==> src/rtl/prng_nlfsr_gen.sv <==
// Parametrised nonlinear-feedback shift-register PRNG with warm-up, runtime reseed,
// valid/ready output, all-zero lockup recovery and a handshake counter.
//
// state  | meaning
// -------+--------------------------------------------------------------
// WARMUP | free-running steps after reset or reseed, no output offered
// RUN    | one folded word offered per cycle, stepping only on reload
module prng_nlfsr_gen #(
  parameter int unsigned      WIDTH  = 256,
  parameter int unsigned      OUT_W  = 64,
  parameter logic [WIDTH-1:0] SEED   = {WIDTH/32{32'hA5A5_5A5B}},
  parameter int unsigned      WARMUP = 64
) (
  input  logic             clk,
  input  logic             rst,
  input  logic             seed_load,
  input  logic [WIDTH-1:0] seed,
  input  logic             out_ready,
  output logic             out_valid,
  output logic [OUT_W-1:0] out_data,
  output logic             busy,
  output logic             lockup,
  output logic [31:0]      word_count
);

  typedef enum logic {
    ST_WARMUP = 1'b0,
    ST_RUN    = 1'b1
  } fsm_t;

  localparam logic [15:0] WARM_LAST = 16'(WARMUP - 1);

  fsm_t             fsm_q, fsm_d;
  logic [15:0]      cnt_q, cnt_d;
  logic [WIDTH-1:0] state_q, state_d;
  logic             valid_q, valid_d;
  logic [OUT_W-1:0] data_q, data_d;
  logic [31:0]      wc_q, wc_d;
  logic             lock_q;

  logic [WIDTH-1:0] step_val;
  logic [WIDTH-1:0] wr_val;
  logic             wr_en;
  logic             zero_hit;

  function automatic logic [WIDTH-1:0] step_fn(input logic [WIDTH-1:0] s);
    logic fb;
    fb = s[WIDTH-1] ^ s[WIDTH/2] ^ s[WIDTH/4] ^ s[0] ^ (s[WIDTH/3] & s[WIDTH/5]);
    return {s[WIDTH-2:0], fb};
  endfunction

  function automatic logic [OUT_W-1:0] fold_fn(input logic [WIDTH-1:0] s);
    logic [OUT_W-1:0] acc;
    acc = '0;
    for (int i = 0; i < int'(WIDTH / OUT_W); i++) begin
      acc = acc ^ s[i*OUT_W +: OUT_W];
    end
    return acc;
  endfunction

  assign step_val = step_fn(state_q);

  always_comb begin
    fsm_d   = fsm_q;
    cnt_d   = cnt_q;
    valid_d = valid_q;
    data_d  = data_q;
    wc_d    = wc_q;
    wr_en   = 1'b0;
    wr_val  = step_val;

    // A handshake always counts, even when a reseed discards the reload.
    if (valid_q && out_ready) begin
      wc_d = wc_q + 32'd1;
    end

    if (seed_load) begin
      wr_en   = 1'b1;
      wr_val  = seed;
      cnt_d   = '0;
      valid_d = 1'b0;
      fsm_d   = ST_WARMUP;
    end else begin
      case (fsm_q)
        ST_WARMUP: begin
          wr_en = 1'b1;
          if (cnt_q == WARM_LAST) begin
            fsm_d = ST_RUN;
            cnt_d = '0;
          end else begin
            cnt_d = cnt_q + 16'd1;
          end
        end
        ST_RUN: begin
          if (!valid_q || out_ready) begin
            wr_en   = 1'b1;
            data_d  = fold_fn(state_q);
            valid_d = 1'b1;
          end
        end
        default: begin
          fsm_d = ST_WARMUP;
        end
      endcase
    end
  end

  // Any all-zero value headed for the state register is replaced by SEED.
  assign zero_hit = wr_en && (wr_val == '0);

  always_comb begin
    state_d = state_q;
    if (wr_en) begin
      state_d = zero_hit ? SEED : wr_val;
    end
  end

  always_ff @(posedge clk or negedge rst) begin
    if (!rst) begin
      fsm_q   <= ST_WARMUP;
      cnt_q   <= '0;
      state_q <= SEED;
      valid_q <= 1'b0;
      data_q  <= '0;
      wc_q    <= '0;
      lock_q  <= 1'b0;
    end else begin
      fsm_q   <= fsm_d;
      cnt_q   <= cnt_d;
      state_q <= state_d;
      valid_q <= valid_d;
      data_q  <= data_d;
      wc_q    <= wc_d;
      lock_q  <= lock_q | zero_hit;
    end
  end

  assign out_valid  = valid_q;
  assign out_data   = data_q;
  assign busy       = (fsm_q == ST_WARMUP);
  assign lockup     = lock_q;
  assign word_count = wc_q;

endmodule
==> config.mk <==
export PLATFORM = sky130hd
export DESIGN_NAME = prng_nlfsr_gen
export DESIGN_NICKNAME = d
export VERILOG_FILES = /design/src/rtl/prng_nlfsr_gen.sv
export SDC_FILE = /design/constraint.sdc
export NUM_CORES = 1
export LEC_CHECK = 0
export CAP_MARGIN = 20
export CORE_MARGIN = 4
export CORE_UTILIZATION = 45
export CTS_BUF_LIST = sky130_fd_sc_hd__clkbuf_4 sky130_fd_sc_hd__clkbuf_8 sky130_fd_sc_hd__clkbuf_16
export DETAILED_ROUTE_END_ITERATION = 16
export GPL_TIMING_DRIVEN = 1
export PLACE_DENSITY = 0.7
export SKIP_CTS_REPAIR_TIMING = 1
export SYNTH_ARGS = -nofsm -noshare
export SYNTH_HDL_FRONTEND = slang
export SYNTH_SLANG_ARGS = --single-unit
==> constraint.sdc <==
create_clock -name clk -period 4.6 [get_ports clk]
set_clock_uncertainty 0.05 [all_clocks]
set_input_delay 0.92 -clock clk [delete_from_list [all_inputs] [get_ports clk]]
set_output_delay 0.92 -clock clk [all_outputs]
set_load 0.05 [all_outputs]
Word-level counts from Yosys, hierarchy flattened
Index checks and enable logic that the tools add are counted.
{"block": "op_classes", "n_addsub": 2, "eq_ne": 2, "n_mux": 14, "n_bitwise": 11, "n_reduce_logical": 9}
{"cell": "256-bit two-way mux", "count": 2}
{"cell": "256-bit logical NOT", "count": 1}
{"cell": "64-bit bitwise XOR", "count": 3}
{"cell": "16-bit two-way mux", "count": 3}
{"cell": "32-bit by 1-bit adder with 32-bit output, second input constant", "count": 1}
{"cell": "16-bit by 1-bit adder with 16-bit output, second input constant", "count": 1}
{"cell": "16-bit by 6-bit == test with 1-bit output, second input constant", "count": 1}
{"cell": "1-bit two-way mux", "count": 8}
{"cell": "2-bit nonzero test", "count": 2}
{"cell": "1-bit bitwise XOR", "count": 4}
{"cell": "3-bit AND reduction", "count": 1}
{"cell": "1-bit logical AND", "count": 2}
{"cell": "2-bit inequality test, second input constant", "count": 1}
{"cell": "1-bit inverter", "count": 2}
{"cell": "1-bit one-hot mux with 2 select lines", "count": 1}
{"cell": "2-bit AND reduction", "count": 1}
{"cell": "1-bit bitwise AND", "count": 1}
{"cell": "1-bit logical NOT", "count": 1}
{"cell": "1-bit logical OR", "count": 1}
{"cell": "1-bit OR", "count": 1}
{"block": "totals", "register_bits": 371, "inputBits": 260, "out_inout_bits": 99, "word_cells": 45}

Longest topological paths before layout
Gate-level depths: netlist of the first run.
{"block": "depth", "ltp_word": 8, "depth_mapped": 9}

Least setup slack after synthesis of the first run
Ideal clock, no wire load.
{"block": "synth_path", "path_kind": "input port to flip-flop", "startpoint": "input seed[25]", "endpoint": "register state_q[151]", "setup_time_ps": 69, "arrival_ps": 2540, "setup_slack_ps": 1941, "path_stages": 8, "n_path_buf": 2, "path_cell_list": "nor4_1 > nand4_1 > or4_1 > a211oi_2 > o21ai_2 > buf_6 > buf_6 > o21ai_2"}
{"block": "synth_via", "elab_chain_cells": 4}
{"element": "start, declared", "line_no": "17", "text": "input logic [WIDTH-1:0] seed,"}
{"element": "256-bit two-way mux", "line_no": "77", "text": "if (seed_load) begin"}
{"element": "256-bit logical NOT", "line_no": "109", "text": "assign zero_hit = wr_en && (wr_val == '0);"}
{"element": "1-bit logical AND", "line_no": "109"}
{"element": "256-bit two-way mux", "line_no": "114", "text": "state_d = zero_hit ? SEED : wr_val;"}
{"element": "end signal, assigned", "line_no": "130", "text": "state_q <= state_d;"}
{"element": "end, declared", "line_no": "35", "text": "logic [WIDTH-1:0] state_q, state_d;"}
Every way passes these cells.
A chain may end at the register's enable or synchronous reset.

Final worst setup path of the first run
{"block": "layout_path", "startpoint": "register state_q[81]", "endpoint": "register state_q[78]"}
{"block": "layout_via", "elab_chain_cells": 4}
{"element": "256-bit two-way mux", "line_no": "77"}
{"element": "256-bit logical NOT", "line_no": "109"}
{"element": "1-bit logical AND", "line_no": "109"}
{"element": "256-bit two-way mux", "line_no": "114"}
Every way passes these cells.

==> results of run 1 <==
==> cell usage after synthesis, types with 36 or more instances <==
master,number,share of area
nor2_1,332,0.063
dfrtp_1,235,0.30
xnor2_1,216,0.095
a21oi_1,187,0.047
nor2b_1,139,0.044
dfstp_2,136,0.18
a211oi_1,135,0.051
nor4_1,128,0.040
mux2i_1,120,0.060
clkbuf_1,115,0.022
o21ai_0,111,0.028
o21ai_2,41,0.018
nand2_1,36,0.0068
nand4_1,36,0.011
==> metrics by stage <==
step / setup WS, ps / util / instances / total power [uW] / hold slack [ps]
after CTS: 1266 / 0.5892 / 2997 / 9968 / 412.8
after global placement: 840.5 / 0.5545 / 2919 / 6276 / 412.0
after floorplan: 1941 / - / 2077 / 5185 / 395.5
after global routing: 1085 / 0.5892 / 2997 / 10240 / 451.3
final: 1167 / 0.5892 / 2997 / 9964 / 382.1
after detailed placement: 777.9 / 0.5545 / 2919 / 6296 / 408.4
==> power by group through the flow <==
| stage | combinational [uW] | clock (uW) | sequential, uW |
|---|---|---|---|
| 2_1_floorplan | 917 | 0 | 4270 |
| 3_3_place_gp | 2110 | 0 | 4170 |
| 3_5_place_dp | 2120 | 0 | 4170 |
| 4_1_cts | 2140 | 3700 | 4130 |
| 5_1_grt | 2250 | 3820 | 4170 |
| 6_report | 2150 | 3660 | 4150 |
==> metal layers <==
metal,track usage,wire [um],share of wire
met1,0.4524,32870,0.40
met2,0.5081,36350,0.44
met3,0.05882,7280,0.089
met4,0.1913,5388,0.066
met5,0,17,0.00021
==> cell type report <==
type                    instances  area (sq um)
flip-flops and latches        371          9454
multi-input cells            1571          9926
well taps                     585         732.0
fillers                      3785         17810
clock buffers                  60          1282
inverters                       4         15.01
repair buffers                388          3919
clock inverters                18         219.0
==> flip-flops by register name (all words and copies together) (netlist names) <==
register / cells
lockup: 1
state_q: 256
cnt_q: 16
fsm_q: 1
out_data: 64
out_valid: 1
word_count: 32
==> final timing paths <==
path,start,to,slack (ps),cells after the start
setup reg to reg,state_q[81],state_q[78],1170,7
setup / recovery,state_q[81],state_q[78],1170,7
hold reg to reg,word_count[31],word_count[31],420,1
max in group asynchronous,rst,state_q[203],2950,2
min in group clk,word_count[31],word_count[31],420,1
hold / removal,rst,cnt_q[2],380,1
==> worst max-delay path, cell delays in order (launching register included) <==
cell and delay [ps]:
dfrtp_1 450, nor4_1 920, nand4_1 240, or4_1 560, nor4_2 480, o21ai_4 130
buf_12 280, o21ai_0 180
==> logic make-up (layout without fill, tap and decap cells) <==
kind of cell,count (synthesis),in the layout
compound gates,494,494
xor+xnor,223,223
fa+ha+maj,2,2
buf+inv,135,470
flops,371,371
mux,122,122
simple gates,730,730
==> metrics.md, run 1 <==
| Metric | Value |
|---|---|
| Ys async rst share | `1.000` |
| Total Nets Final | `2640` |
| Initial core utilization | `0.4587` |
| DR iter-0 viols | `2286` |
| Final setup fails | `0` |
| Critical Path RT | `5030 ps` |
| I/O Pins | `359` |
| Number of global-route vias before repair | `17.96k` |
| Main synth FF type | `dfrtp_1` |
| Post-synthesis mux area share | `0.06152` |
| Flip-flop and latch count after synthesis | `371` |
| TritonRoute pass-1 iters | `5` |
| Clock power share | `0.367` |
| Die H | `218.2 um` |
| GRT Util Overall | `0.3345` |
| DIE AREA | `0.04763 sq mm` |
| Leakage | `0.01008 uW` |
| Post-Synth Adder-Cell Area | `0.001258` |
| Deepest level of the CTS H-tree | `2` |
| EDFF count, synth | `0` |
| Commonest non-fill, non-tap cell in the layout | `clkdlybuf4s50_1` |
| Post-route minimum period | `3433 ps` |
| Status | `complete, no violations` |
| YS warnings | `0` |
| Final Hold Fails | `0` |
| PortBufs | `358` |
| CTS tree | `yes` |
| Avg WL per Cell | `27.33 um` |
| Yosys cell types | `43` |
| Compound-Gate Fraction of Synth Area | `0.1519` |
| Max_cap viols | `0` |
| Crit path capture type | `flip-flop` |
| GRT Residual Overflow | `0` |
| First-pass GRT wire length | `119200 um` |
| Largest net degree at the start of global routing | `158` |
| Avg Cell Area, Syn | `9.577 sq um` |
| Combinational power share | `0.216` |
| Routability cong. | `0.9681` |
| Crit path DAT | `3860 ps` |
| Core area | `0.04336 sq mm` |
| Routed WL | `81910 um` |
| Setup_tns | `0 ps` |
| Clock latency on the worst-skew pair | `580 ps` |
| Main combinational cell family by area after synthesis | `simple AND/OR/NAND/NOR gates` |
| Clock transition at the registers of the reported paths | `60 ps` |
| Max Slew Vio Count | `0` |
| Simple-Gate Fraction of Synth Area | `0.1827` |
| Area growth from synthesis to layout | `28.43%` |
| RSZ-0062 raised after global routing | `false` |
| Layout cell share with drive strength beyond 1 | `0.1223` |
| Switching power | `3140 uW` |
| Initial antenna violation count | `1` |
| Post-route ant nets | `0` |
| CTS Buffer Depth | `3` |
| CTS root buffer | `clkbuf_16` |
| Sw frac | `0.3151` |
| Max frequency | `291.3 MHz` |
| Synthesized instance count | `2077` |
| CTS buffer count | `42` |
| Worst slew margin | `0.2847` |
| Period utilization | `0.7464` |
| Post-detail-place hpwl | `61850 um` |
| Sequential share of the synthesized area | `0.4753` |
| Reg power frac | `0.417` |
| Critical path fanouts, max | `102` |
| Mapped Nets | `2339` |
| Post-route cell area | `0.02555 sq mm` |
| Mapped Area | `0.01989 sq mm` |
| Most frequent cells in the layout | `356 x clkdlybuf4s50_1, 332 x nor2_1, 235 x dfrtp_1` |
| Hold Crit Class | `input pin to asynchronous set/reset pin` |
| DP Area | `0.02405 sq mm` |
| Internal power | `6824 uW` |
| Via density | `6.057` |
| Antenna diodes | `0` |
| Via count | `18.15k` |
| Post-route DRC | `0` |
| Site row count | `76` |
| Die W | `218.2 um` |
| CP Launch Type | `flip-flop` |
| Crit Path Category | `flip-flop to flip-flop` |
| Worst VDD drop | `232.4 uV` |
| Sink Count | `371` |
| Worst Tran Pin Value | `1063 ps` |
| XOR/XNOR share of the synthesized area | `0.09964` |
| Pwr dens | `390.0 mW/mm^2` |
Note: power is estimated with default switching activity, not from simulation.
==> run 2, diff against run 1 <==
- clock period: 4.6 -> 3.5 ns (I/O delays scaled with it)
==> metrics.md, run 2 (synthesized netlist as in run 1, its figures left out) <==
| Metric | Value |
|---|---|
| Status | `complete, no violations` |
| Post-route minimum period | `3140 ps (-293.6 ps)` |
| Max_cap viols | `0 (unchanged)` |
| DR iter-0 viols | `2262 (-1.0%)` |
| CTS buffer count | `43 (+2.4%)` |
| Area growth from synthesis to layout | `29.21%` |
| Max frequency | `318.5 MHz (+9.4%)` |
| Final Hold Fails | `0 (unchanged)` |
| Routability cong. | `0.9746 (+0.67%)` |
| Hold Crit Class | `input pin to asynchronous set/reset pin` |
| RSZ-0062 raised after global routing | `false` |
| Largest net degree at the start of global routing | `162 (+2.5%)` |
| Setup slack, reg-to-reg | `360 ps (-810 ps)` |
| Avg WL per Cell | `27.32 um (about the same)` |
| Final setup fails | `0 (unchanged)` |
| CTS root buffer | `clkbuf_16` |
| Core area | `0.04336 sq mm (unchanged)` |
| Crit path DAT | `3570 ps (-290 ps)` |
| CP Launch Type | `flip-flop` |
| CTS tree | `yes` |
| Pwr dens | `500.0 mW/mm^2 (+28%)` |
| Number of global-route vias before repair | `17.95k (-0.039%)` |
| Period utilization | `0.8971 (+0.1507)` |
| Crit path largest cell delay | `660 ps (-260 ps)` |
| GRT Util Overall | `0.3382 (+0.003721)` |
| First-pass GRT wire length | `120300 um (+0.90%)` |
| Max Slew Vio Count | `0 (unchanged)` |
| Post-detail-place hpwl | `62840 um (+1.6%)` |
| Die H | `218.2 um (unchanged)` |
| TritonRoute pass-1 iters | `6 (+1)` |
| Crit-path slowest cell | `nor4_1` |
| Critical Path RT | `3930 ps (-1100 ps)` |
| Cell Chain, Critical Path | `nor4_1 -> nand4_1 -> or4_1 -> nor4_2 -> o21ai_4 -> buf_12 -> o21ai_0` |
| Total Nets Final | `2666 (+0.98%)` |
| Clock latency on the worst-skew pair | `580 ps (about the same)` |
| Reg2reg end | `state_q[233]` |
| Crit Path Category | `flip-flop to flip-flop` |
| Clock transition at the registers of the reported paths | `60 ps (about the same)` |
| GRT Residual Overflow | `0 (unchanged)` |
| Crit path capture type | `flip-flop` |
| I/O Pins | `359 (unchanged)` |
| Worst Setup SP | `state_q[111]` |
| Leakage | `0.01019 uW (+1.1%)` |
| Worst VDD drop | `406.5 uV (+75%)` |
| Die W | `218.2 um (unchanged)` |
| Worst slew margin | `0.2455 (-0.03927)` |
| Setup_tns | `0 ps (unchanged)` |
| Post-route DRC | `0 (unchanged)` |
| Sink Count | `371 (unchanged)` |
| Layout cell share with drive strength beyond 1 | `0.1313 (+0.009004)` |
| Critical path fanouts, max | `52 (-49%)` |
| Site row count | `76 (unchanged)` |
| Routed WL | `82600 um (+0.85%)` |
| Worst reg-to-reg path cell count | `7 (unchanged)` |
| Post-route cell area | `0.02570 sq mm (+0.61%)` |
| Worst Tran Pin Value | `1132 ps (+68.71 ps)` |
| Initial antenna violation count | `2 (+1)` |
| Via density | `6.093 (+0.59%)` |
| Via count | `18.42k (+1.5%)` |
| Commonest non-fill, non-tap cell in the layout | `clkdlybuf4s50_1` |
| DP Area | `0.02430 sq mm (+1.0%)` |
| Most frequent cells in the layout | `356 x clkdlybuf4s50_1, 332 x nor2_1, 235 x dfrtp_1` |
| R2R Path Start | `state_q[111]` |
| CTS Buffer Depth | `3 (unchanged)` |
| DIE AREA | `0.04763 sq mm (unchanged)` |
| PortBufs | `358 (unchanged)` |
| Post-route ant nets | `0 (unchanged)` |
| Largest Register | `state_q` |
| Deepest level of the CTS H-tree | `2 (unchanged)` |
| Final Util | `0.5927 (+0.003578)` |
| Initial core utilization | `0.4587 (unchanged)` |
| Crit path capture | `state_q[233]` |
| Max FFs per register | `256 (unchanged)` |
==> run 2: cell types whose count changed in the layout (fill, tap and decap cells not counted), sizes merged <==
cell	previous run	this run
buf	32	57
clkinv	13	9
clkbuf	60	63
bufinv	5	3
clkinvlp	0	2
diode	0	1
inv	4	5
==> run 2: worst min-delay path by stage <==
stage	to	slack [ps]	cells after the start
floorplan	cnt_q[0]	350	0
global placement	lockup	410	1
detailed placement	lockup	410	1
CTS	out_data[33]	50	1
finish	out_data[33]	20	1
global route	out_data[33]	70	1
==> run 2: metrics by stage <==
| stage | setup WS, ps | cells | power (uW) | hold WS, ps |
|---|---|---|---|---|
| after floorplan | 1061 | 2077 | 6815 | 354.4 |
| after global placement | 27.21 | 2944 | 8266 | 409.7 |
| after detailed placement | -11.88 | 2944 | 8295 | 407.0 |
| after CTS | 449.8 | 3022 | 12840 | 48.49 |
| after global routing | 364.4 | 3022 | 13220 | 65.92 |
| final | 360.3 | 3023 | 12850 | 22.60 |
==> run 2: layer usage <==
layer	up-vias	track usage	part of all wire
met1	9060	0.4649	0.40
met3	184	0.05339	0.090
met5	-	0	0.00012
met4	2	0.1740	0.058
met2	1091	0.5190	0.45
li1	8082	-	-
==> run 2: worst max-delay path: cells and delay by family, from the launching register on <==
kind	cells	cell delay, ps
compound gates	2	290
flops	1	420
buf+inv	1	230
simple gates	4	2030
==> run 2: cell type report <==
type / count / area (sq um)
antenna: 1 / 2.502
clock buffer: 63 / 1245
clock inverter: 15 / 158.9
fill: 3817 / 17660
inverter: 4 / 15.01
multi-input combinational: 1571 / 9926
sequential: 371 / 9454
tap: 585 / 732.0
timing repair buffer: 413 / 4169
==> run 2: power by group <==
part / internal, uW / switching [uW] / total, uW
Sequential: 4830 / 629 / 5460
Clock: 2700 / 1850 / 4540
Combinational: 1230 / 1620 / 2850
